### src/rtl/reg_dump_uart_tx.sv
// Register-file dump streamer: header, PC and R0..R(N-1) sent big-endian
// over an 8N1 UART line, using the CPU debug read port.
module reg_dump_uart_tx #(
  parameter int          CLKS_PER_BIT = 16,
  parameter int          NUM_REGS     = 32,
  parameter logic [7:0]  HEADER       = 8'hA5
) (
  input  logic        clock,
  input  logic        reset,
  input  logic        start,
  output logic [4:0]  RegFile_Address,
  input  logic [31:0] RegOut,
  input  logic [31:0] PCOut,
  output logic        tx,
  output logic        busy,
  output logic        done
);

  localparam int             BW       = $clog2(CLKS_PER_BIT);
  localparam logic [BW-1:0]  BAUD_MAX = BW'(CLKS_PER_BIT - 1);
  localparam logic [4:0]     LAST     = 5'(NUM_REGS - 1);

  typedef enum logic [3:0] {
    S_IDLE, S_HDR,
    S_PC0, S_PC1, S_PC2, S_PC3,
    S_ADDR, S_CAP,
    S_W0, S_W1, S_W2, S_W3,
    S_FIN
  } state_t;

  state_t        r_state;
  state_t        w_next;
  logic [31:0]   r_pc;
  logic [31:0]   r_word;
  logic [4:0]    r_idx;
  logic [7:0]    r_shift;
  logic [3:0]    r_bit;
  logic [BW-1:0] r_baud;
  logic          r_act;
  logic          r_tx;
  logic          w_load;
  logic [7:0]    w_byte;
  logic          w_end;

  assign w_end = r_act && (r_bit == 4'd9)
              && (r_baud == BAUD_MAX);

  always_comb begin
    w_next = r_state;
    w_load = 1'b0;
    w_byte = 8'h00;
    unique case (r_state)
      S_IDLE: if (start) begin
        w_next = S_HDR;
        w_load = 1'b1;
        w_byte = HEADER;
      end
      S_HDR: if (w_end) begin
        w_next = S_PC0;
        w_load = 1'b1;
        w_byte = r_pc[31:24];
      end
      S_PC0: if (w_end) begin
        w_next = S_PC1;
        w_load = 1'b1;
        w_byte = r_pc[23:16];
      end
      S_PC1: if (w_end) begin
        w_next = S_PC2;
        w_load = 1'b1;
        w_byte = r_pc[15:8];
      end
      S_PC2: if (w_end) begin
        w_next = S_PC3;
        w_load = 1'b1;
        w_byte = r_pc[7:0];
      end
      S_PC3: if (w_end) w_next = S_ADDR;
      S_ADDR: w_next = S_CAP;
      // First byte comes straight from RegOut as word is captured.
      S_CAP: begin
        w_next = S_W0;
        w_load = 1'b1;
        w_byte = RegOut[31:24];
      end
      S_W0: if (w_end) begin
        w_next = S_W1;
        w_load = 1'b1;
        w_byte = r_word[23:16];
      end
      S_W1: if (w_end) begin
        w_next = S_W2;
        w_load = 1'b1;
        w_byte = r_word[15:8];
      end
      S_W2: if (w_end) begin
        w_next = S_W3;
        w_load = 1'b1;
        w_byte = r_word[7:0];
      end
      S_W3: if (w_end) begin
        w_next = (r_idx == LAST) ? S_FIN : S_ADDR;
      end
      S_FIN: w_next = S_IDLE;
      default: w_next = S_IDLE;
    endcase
  end

  always_ff @(posedge clock) begin
    if (reset) r_state <= S_IDLE;
    else       r_state <= w_next;
  end

  always_ff @(posedge clock) begin
    if (reset) begin
      r_pc   <= '0;
      r_word <= '0;
      r_idx  <= '0;
    end else begin
      if (r_state == S_IDLE && start) r_pc <= PCOut;
      if (r_state == S_CAP) r_word <= RegOut;
      if (r_state == S_W3 && w_end) begin
        r_idx <= (r_idx == LAST) ? 5'd0 : r_idx + 5'd1;
      end
    end
  end

  // Bit index: 0 start, 1..8 data LSB first, 9 stop.
  always_ff @(posedge clock) begin
    if (reset) begin
      r_tx    <= 1'b1;
      r_act   <= 1'b0;
      r_bit   <= '0;
      r_baud  <= '0;
      r_shift <= '0;
    end else if (w_load) begin
      r_act   <= 1'b1;
      r_tx    <= 1'b0;
      r_shift <= w_byte;
      r_bit   <= '0;
      r_baud  <= '0;
    end else if (r_act) begin
      if (r_baud == BAUD_MAX) begin
        r_baud <= '0;
        if (r_bit == 4'd9) begin
          r_act <= 1'b0;
        end else begin
          r_bit <= r_bit + 4'd1;
          if (r_bit == 4'd8) begin
            r_tx <= 1'b1;
          end else begin
            r_tx    <= r_shift[0];
            r_shift <= {1'b0, r_shift[7:1]};
          end
        end
      end else begin
        r_baud <= r_baud + BW'(1);
      end
    end
  end

  assign tx              = r_tx;
  assign RegFile_Address = r_idx;
  assign busy            = (r_state != S_IDLE)
                        && (r_state != S_FIN);
  assign done            = (r_state == S_FIN);

endmodule

### config.mk
export PLATFORM = sky130hd
export DESIGN_NAME = reg_dump_uart_tx
export DESIGN_NICKNAME = d
export VERILOG_FILES = /design/src/rtl/reg_dump_uart_tx.sv
export SDC_FILE = /design/constraint.sdc
export NUM_CORES = 1
export LEC_CHECK = 0
export CAP_MARGIN = 40
export CORE_MARGIN = 2
export CORE_UTILIZATION = 56
export DETAILED_ROUTE_END_ITERATION = 12
export PLACE_DENSITY = 0.88
export SLEW_MARGIN = 10
export SYNTH_ARGS = -nofsm -noshare
export SYNTH_HDL_FRONTEND = slang
export SYNTH_SLANG_ARGS = --single-unit
### constraint.sdc
create_clock -name clock -period 5.2 [get_ports clock]
set_input_delay 0.52 -clock clock [delete_from_list [all_inputs] [get_ports clock]]
set_output_delay 0.52 -clock clock [all_outputs]
set_load 0.02 [all_outputs]
# Yosys cells after proc, flatten, opt, wreduce, memory -nomap -nowiden
# Index checks and enable logic that the tools add are counted.
dict set report totals {
  register_bits 83
  in_bits 67
  output_inout_bits 8
  wordCells 97
}
dict set report op_classes {
  add_sub_neg 3
  n_eq_ne 29
  n_mux 40
  bitwise 1
  reduce_logical 15
}
# cell n
set ops {}
lappend ops {{8-bit 2-to-1 mux} 13}
lappend ops {{8-bit one-hot mux with 9 select lines} 1}
lappend ops {{4-bit 2-to-1 mux} 12}
lappend ops {{4-bit one-hot mux with 12 select lines} 1}
lappend ops {{4-bit == test (second input constant)} 8}
lappend ops {{2-bit != test (second input constant)} 12}
lappend ops {{4-bit by 3-bit == test with 1-bit output (second input constant)} 4}
lappend ops {{1-bit 2-to-1 mux} 11}
lappend ops {{10-bit AND reduction} 1}
lappend ops {{4-bit by 1-bit adder with 4-bit output (second input constant)} 2}
lappend ops {{4-bit by 2-bit == test with 1-bit output (second input constant)} 2}
lappend ops {{7-bit OR reduction} 1}
lappend ops {{3-bit AND reduction} 2}
lappend ops {{5-bit by 1-bit adder with 5-bit output (second input constant)} 1}
lappend ops {{5-bit == test (second input constant)} 1}
lappend ops {{1-bit logical AND} 5}
lappend ops {{5-bit 2-to-1 mux} 1}
lappend ops {{4-bit by 1-bit == test with 1-bit output (second input constant)} 1}
lappend ops {{4-bit zero test} 1}
lappend ops {{4-bit != test (second input constant)} 1}
lappend ops {{4-bit AND reduction} 1}
lappend ops {{2-bit nonzero test} 2}
lappend ops {{4-bit nonzero test} 1}
lappend ops {{1-bit one-hot mux with 3 select lines} 1}
lappend ops {{2 further kinds} 2}

# Logic depth before layout (Yosys ltp)
dict set report depth {
  word_depth 7
  ltp_mapped 8
  depth_no_buf 8
}

# Least setup slack after synthesis
# OpenSTA, ideal clock, no wires.
dict set report synth_path {
  path_kind {register -> register}
  start {register r_baud[0]}
  end {register r_shift[7]}
  setup_time_ns 0.124
  arrival_ns 1.696
  path_slack_ns 3.380
  path_stages_with_launch 8
  path_cell_list {dfxtp_1 -> ha_1 -> and4_1 -> buf_4 -> nand3_2 -> o211a_2 -> a221oi_2 -> o2bb2ai_1}
}
dict set report synth_via {
  elab_chain_cells 6
}
# item line_no
set synth_rtl {}
lappend synth_rtl {{from (decl)} 38} ;# logic [BW-1:0] r_baud;
lappend synth_rtl {{from (signal assigned)} 157} ;# r_baud <= r_baud + BW'(1);
lappend synth_rtl {{4-bit == test *} {46, 143}}
lappend synth_rtl {{1-bit logical AND} 46} ;# && (r_baud == BAUD_MAX);
lappend synth_rtl {{1-bit 2-to-1 mux} --}
lappend synth_rtl {{1-bit one-hot mux with 3 select lines} 52} ;# unique case (r_state)
lappend synth_rtl {{2-bit != test (no line) / 2-bit nonzero test (equally long branches)} --}
lappend synth_rtl {{4-bit AND reduction (no line)} --}
lappend synth_rtl {{to (signal assigned)} 139} ;# r_shift <= w_byte;
lappend synth_rtl {{to (signal assigned)} 153} ;# r_shift <= {1'b0, r_shift[7:1]};
lappend synth_rtl {{to (decl)} 36} ;# logic [7:0] r_shift;
# Mark *: on every way between the ends. The rest lies on a longest branch, timed or not.
# A chain may end at the register's enable or synchronous reset.

# Worst setup path in the final report
dict set report layout_path {
  start {register r_state[3]}
  end {output busy}
}
dict set report layout_via {
  elab_chain_cells 2
}
# item line_no
set layout_rtl {}
lappend layout_rtl {{from (decl)} 31} ;# state_t r_state;
lappend layout_rtl {{from (signal assigned)} 111} ;# else r_state <= w_next;
lappend layout_rtl {{4-bit != test / 4-bit nonzero test (equally long branches)} {165, 164}}
lappend layout_rtl {{1-bit logical AND *} 165} ;# && (r_state != S_FIN);
lappend layout_rtl {{to (decl)} 15} ;# output logic busy,
# Marks and branches as above.

==> flow_summary.json <==
{
  "status": "finished, final reports clean",
  "required_ns": 4.68,
  "min_path_cells": 3,
  "grt_pass1_vias": 3586,
  "finalNetCount": 636,
  "via_count": 3835,
  "gp_routability_congestion": 0.9704,
  "postSynthAreaPerCell_um2": 7.966,
  "placed_area_mm2": 0.004790,
  "syn_inst": 507,
  "drc": 0,
  "regArea_mm2": 0.001662,
  "utilization": 0.7264,
  "worstSetupPathType": "flip-flop to primary output",
  "final_cell_area_mm2": 0.004990,
  "antenna_found_initial": 0,
  "clockBufferDepth": 2,
  "final-max-slew-violation-count": 0,
  "yosys_warnings": 0,
  "core_area_mm2": 0.006869,
  "final_common_cell": "nand2_1",
  "worst_slack_ns": 2.341,
  "dieWidth_um": 88.93,
  "die-area_mm2": 0.007908,
  "syn_area_mm2": 0.004039,
  "p_seq_frac": 0.415,
  "slew_headroom": 0.4105,
  "first_pass_iters": 5,
  "grt_usage": 0.2666,
  "fmax_mhz": 349.7,
  "ir_drop_uv": 195.7,
  "cts_tree": "done",
  "async_flop_share": 0,
  "h-tree-depth": 3,
  "ant_nets": 0,
  "synth_cell_types": 59,
  "p_sw_w": 0.0006360,
  "drt-initial-drc-count": 271,
  "setup-violations-final": 0,
  "cp.arrival_ns": 2.34,
  "skew_ns": 0.006879,
  "holdBufCountCts": 0,
  "overflow": 0,
  "synth_flop_cell": "dfxtp_1",
  "routedWlPerCell_um": 15.41,
  "rows": 30,
  "viasPerCell": 5.776,
  "pre_cts_slack_ns": 2.757,
  "critPathMaxFanout": 25,
  "clk_pin_slew_ns": 0.08,
  "cts-resized-gates": 0,
  "synth_edf_count": 0,
  "num_antenna_cells": 0,
  "cts_sinks": 83,
  "dp_hpwl_um": 7375,
  "ys_seq_elements": 83,
  "period_needed_ns": 2.859,
  "multi_input_area_mm2": 0.002153,
  "dp_cells": 648,
  "dieHeight_um": 88.93,
  "critical_path.endpoint_type": "primary output",
  "crit_path_start_kind": "flip-flop",
  "p_per_area_mw_per_mm2": 369.5,
  "ios": 75,
  "grt_first_pass_wirelength_um": 16470,
  "layout_common_cells": "nand2_1 (129), dfxtp_1 (83), a21oi_1 (80)",
  "cts_setup_buffers": 0,
  "power_frac_comb": 0.330,
  "finalHoldViolCount": 0,
  "clock_latency_ns": 0.35,
  "swShare": 0.3450,
  "rsz0062_at_grt": "no",
  "num-fill-cells": 535,
  "initial_core_util": 0.5880,
  "setup_tns_ns": 0,
  "drt_wl_total_um": 10230,
  "hold_path_class": "primary input to flip-flop",
  "cts-buffers-inserted": 9,
  "leakage_nw": 1.767,
  "io_buffer_count": 74,
  "grt_max_degree": 77,
  "clkPwrFrac": 0.255,
  "tightestPinTransition_ns": 0.8821,
  "synth_seq_area_share": 0.4114,
  "area_delta_synth_final_pct": 23.54,
  "finalNonFillerCells": 664,
  "drive_gt1_frac": 0.07218,
  "r2r_cells": 4,
  "period_share": 0.5499,
  "cts-root-buf": "clkbuf_8",
  "cap_violations": 0,
  "internal-power_w": 0.001208,
  "synth.net_count": 580
}
[routing by layer]
metal | GRT usage | vias to the layer above | part of all wire
met5 | 0 | - | 0
met4 | 0.08678 | 0 | 0.024
met3 | 0.05355 | 28 | 0.059
met2 | 0.4566 | 137 | 0.50
met1 | 0.3376 | 1787 | 0.41
li1 | - | 1883 | -
[cells in the mapped netlist (all sizes together) (3+ instances only)]
master,instances,area share
a21oi,80,0.099
ha,6,0.019
nand3,12,0.017
o211ai,4,0.0074
nor2,20,0.020
inv,7,0.0065
mux2,6,0.017
a21o,6,0.011
clkbuf,15,0.014
a32oi,3,0.0065
nand4,3,0.0046
a31oi,8,0.012
xor2,3,0.0065
nand2b,3,0.0065
nor3,4,0.0050
nand3b,19,0.035
nand2,130,0.12
o21a,3,0.0056
buf,20,0.035
mux2i,6,0.015
or2,3,0.0046
dfxtp,83,0.41
a22oi,6,0.011
a221oi,4,0.010
nor2b,9,0.014
and3,4,0.0062
o21ai,11,0.014
[registers in the layout, summed over array words and instances (netlist names)]
register,flops
r_pc,32
r_word,24
r_shift,8
RegFile_Address,5
r_baud,4
r_bit,4
r_state,4
r_act,1
tx,1
[worst max-delay path, stage by stage, from the launching register on]
cell	delay, ns
dfxtp_1	0.87
inv_1	0.28
nand2_1	0.17
nand3_1	0.12
clkdlybuf4s50_1	0.56
[power by group through the flow]
stage               clock network, W  registers (W)  logic, W
detailed placement                 0       0.000777  0.000602
CTS                         0.000474       0.000763  0.000607
global placement                   0       0.000800  0.000503
global route                0.000501       0.000771  0.000669
finish                      0.000470       0.000765  0.000608
floorplan                          0       0.000763  0.000427
[cell type report]
type,instances,area share
Clock inverter,7,0.01530
Inverter,7,0.005266
Multi-Input combinational cell,382,0.4315
Sequential cell,83,0.3330
Clock buffer,9,0.02482
Tap cell,96,0.02407
Timing Repair Buffer,80,0.1660
[worst paths after layout]
path | start | endpoint | slack [ns]
worst min register to register | r_word[6]$_SDFFE_PP0P_ | r_word[6]$_SDFFE_PP0P_ | 0.46
worst max-delay path | r_state[3]$_SDFFE_PP0P_ | busy | 2.34
worst max register to register | r_state[2]$_SDFFE_PP0P_ | r_shift[0]$_SDFFE_PP0P_ | 2.83
worst min-delay path | reset | tx$_SDFFE_PP1P_ | 0.46
[per-stage QoR]
step | hold slack, ns | power (W)
floorplan | 0.4321 | 0.001190
global placement | 0.4410 | 0.001304
global route | 0.4638 | 0.001941
CTS | 0.4510 | 0.001844
detailed placement | 0.4511 | 0.001379
finish | 0.4606 | 0.001844
[kinds of logic (layout without fill, tap and decap cells)]
| group | count (synthesis) | after routing | synth area share |
|---|---|---|---|
| AOI/OAI and AO/OA | 144 | 144 | 0.2178 |
| xor gates and xnor gates | 4 | 4 | 0.008676 |
| DFF | 83 | 83 | 0.4114 |
| buffers and inverters | 42 | 103 | 0.05545 |
| and+or+nand+nor | 216 | 216 | 0.2565 |
| muxes | 12 | 12 | 0.03160 |
| adders and majority gates | 6 | 6 | 0.01859 |
Power figures use the tool's default switching activity.
==> patch, RTL diff (same flow settings) <==
Register the outputs `busy` and `done`, cleared by the reset; this adds one clock of latency there. The other outputs are not delayed to match.
--- a/src/rtl/reg_dump_uart_tx.sv
+++ b/src/rtl/reg_dump_uart_tx.sv
@@ -162,7 +162,13 @@
   assign tx              = r_tx;
   assign RegFile_Address = r_idx;
-  assign busy            = (r_state != S_IDLE)
-                        && (r_state != S_FIN);
-  assign done            = (r_state == S_FIN);
+  always_ff @(posedge clock) begin
+    if (reset) begin
+      busy <= '0;
+      done <= '0;
+    end else begin
+      busy <= (r_state != S_IDLE) && (r_state != S_FIN);
+      done <= (r_state == S_FIN);
+    end
+  end
 
 endmodule
Check against the original RTL: not equivalent (a bounded check fails within 4 cycles, from zero or initial values and one cycle with reset high).
==> patch against the unedited design <==
- clock power increased by 7.4%
- count of clock-buffer cells in the layout up 2
- routed wire length is 2.7% higher
- die area down 1.9%
- design area decreased by 0.60%
- area after synthesis is 2.0% lower
- via count rose by 1.8%
- total power decreased by 6.2%
- sequential cell count is 2 higher
- utilization hardly changed
- cell count shrank 0.30%
- sequential share of layout area is 1.0 points higher
- setup slack gained 0.11 ns
==> patch: results (changes against the unedited design) <==
metric,value,unit,change
synth_flop_cell,dfxtp_1,,unchanged
port-buffer-count,74,,unchanged
grt_pass1_vias,3598,,was 3586
grt_max_degree,49,,was 77
crit_slowest_cell,a21oi_1,,was dfxtp_1
cts-htree-levels,3,,unchanged
vdd_drop_max,163.1,uV,was 195.7 uV
crit_family,compound AO/OA/AOI/OAI gates,,was flip-flops
n_antenna_cell,0,,unchanged
synth_fp_nets,580,,unchanged
reg_top3,"r_pc: 32 flops, r_word: 24 flops, r_shift: 8 flops",,unchanged
clock_latency,0.36,ns,
placedInstanceArea,0.004746,sq mm,was 0.004790 sq mm
fill_cells,522,,was 535
clk_path_buf_depth,2,,unchanged
async_flop_share,0,%,unchanged
ys_warn_count,0,,unchanged
slew_viol_final,0,,unchanged
dp_hpwl,7514,um,was 7375 um
layout-drive-gt1-share,6.184,%,was 7.218%
max-cap-violations,0,,unchanged
cts.clk_slew.worst_paths,0.08,ns,about the same
postCtsSetupRepairBufs,0,,unchanged
dr.pass1.iters,5,,unchanged
cts_resized,0,,unchanged
clockRootBuffer,clkbuf_8,,unchanged
seqPwrFrac,44.4,%,was 41.5%
track_usage,27.88,%,was 26.66%
synth_cell_types,51,,was 59
netlist_top_cells_count,"125 x nand2_1, 85 x dfxtp_1, 74 x a21oi_1, 27 x nor2_1, 25 x clkbuf_1",,"was 129 x nand2_1, 83 x dfxtp_1, 80 x a21oi_1, 19 x nand3b_1, 19 x nor2_1"
drt_iter0_markers,440,,was 271
antenna_found_initial,0,,unchanged
synth_area_leaders,"dfxtp_1 43%, nand2_1 12%, a21oi_1 9.4%",,"was dfxtp_1 41%, nand2_1 12%, a21oi_1 9.9%"
fin_nets,635,,was 636
routed_wl,10510,um,was 10230 um
crit_arrival,3.03,ns,was 2.34 ns
p_switching,0.5411,mW,was 0.6360 mW
grt_pass1_wl,16770,um,was 16470 um
gp_congestion,0.9482,,was 0.9704
ys_seq_area_share,43.00,%,was 41.14%
relSlewSlack,39.73,%,was 41.05%
total_leakage_power,1.735,nW,was 1.767 nW
hold_class,flip-flop to flip-flop,,was input port to flip-flop
pwr-share-clk,29.2,%,was 25.5%
synth_most_common_cell,nand2_1,,unchanged
vias_per_cell,5.899,,was 5.776
holdCritStartpoint,r_pc[15],,was reset
cts_buffers,9,,unchanged
crit_path_max_fanout,28,,was 25
crit_path_start,r_state[0],,was r_state[3]
status,finished clean,,unchanged
clock_skew,0.007674,ns,was 0.006879 ns
slowest_delay,0.76,ns,was 0.87 ns
patch: changes by cell type in the layout (fill, tap and decap cells not counted), sizes merged, moves of 4 or more:
cell	unedited run	this run
nand3b	19	5
nor2	20	27
nor3	4	10
a21oi	80	75
mux2i	6	11
a221o	0	4
nand2	130	126
patch: routing by layer:
| layer | share of wire [%] | global-route usage, % | vias to the layer above |
|---|---|---|---|
| met5 | 0 | 0 | - |
| li1 | - | - | 1881 |
| met1 | 41 | 35.16 | 1810 |
| met2 | 48 | 46.21 | 182 |
| met3 | 7.8 | 5.184 | 32 |
| met4 | 3.0 | 13.22 | 0 |
patch: kinds of logic (layout without fill, tap and decap cells):
logic type,count (synthesis),count (layout),synth area share [%]
mux,18,18,4.774
fa+ha+maj,6,6,1.897
buf+inv,47,106,4.932
simple gates,211,211,23.90
xor+xnor,4,4,0.8854
compound gates,136,136,20.61
flops,85,85,43.00
patch: final timing paths:
check / cells after the start / slack, ns / end
worst min register to register: 2 / 0.46 / r_pc[15]
worst max register to register: 6 / 2.45 / r_baud[3]
worst max-delay path: 6 / 2.45 / r_baud[3]
worst min-delay path: 2 / 0.46 / r_pc[15]
patch: layout make-up:
type                       instances  area share, %
multi-input combinational        375          41.55
sequential                        85          34.31
timing repair buffer              83          16.80
clock buffer                      11          2.851
tap                               96          2.422
clock inverter                     4          1.463
inverter                           8         0.6054
patch: stage by stage:
step | std cells | setup slack [ns] | util, % | total power [mW]
final | 662 | 2.454 | 72.60 | 1.729
after global routing | 662 | 2.310 | 72.60 | 1.802
after CTS | 662 | 2.595 | 72.60 | 1.723
after detailed placement | 647 | 2.569 | 69.47 | 1.224
after global placement | 643 | 2.630 | 68.59 | 1.190
after floorplan | 507 | 3.186 | - | 1.083
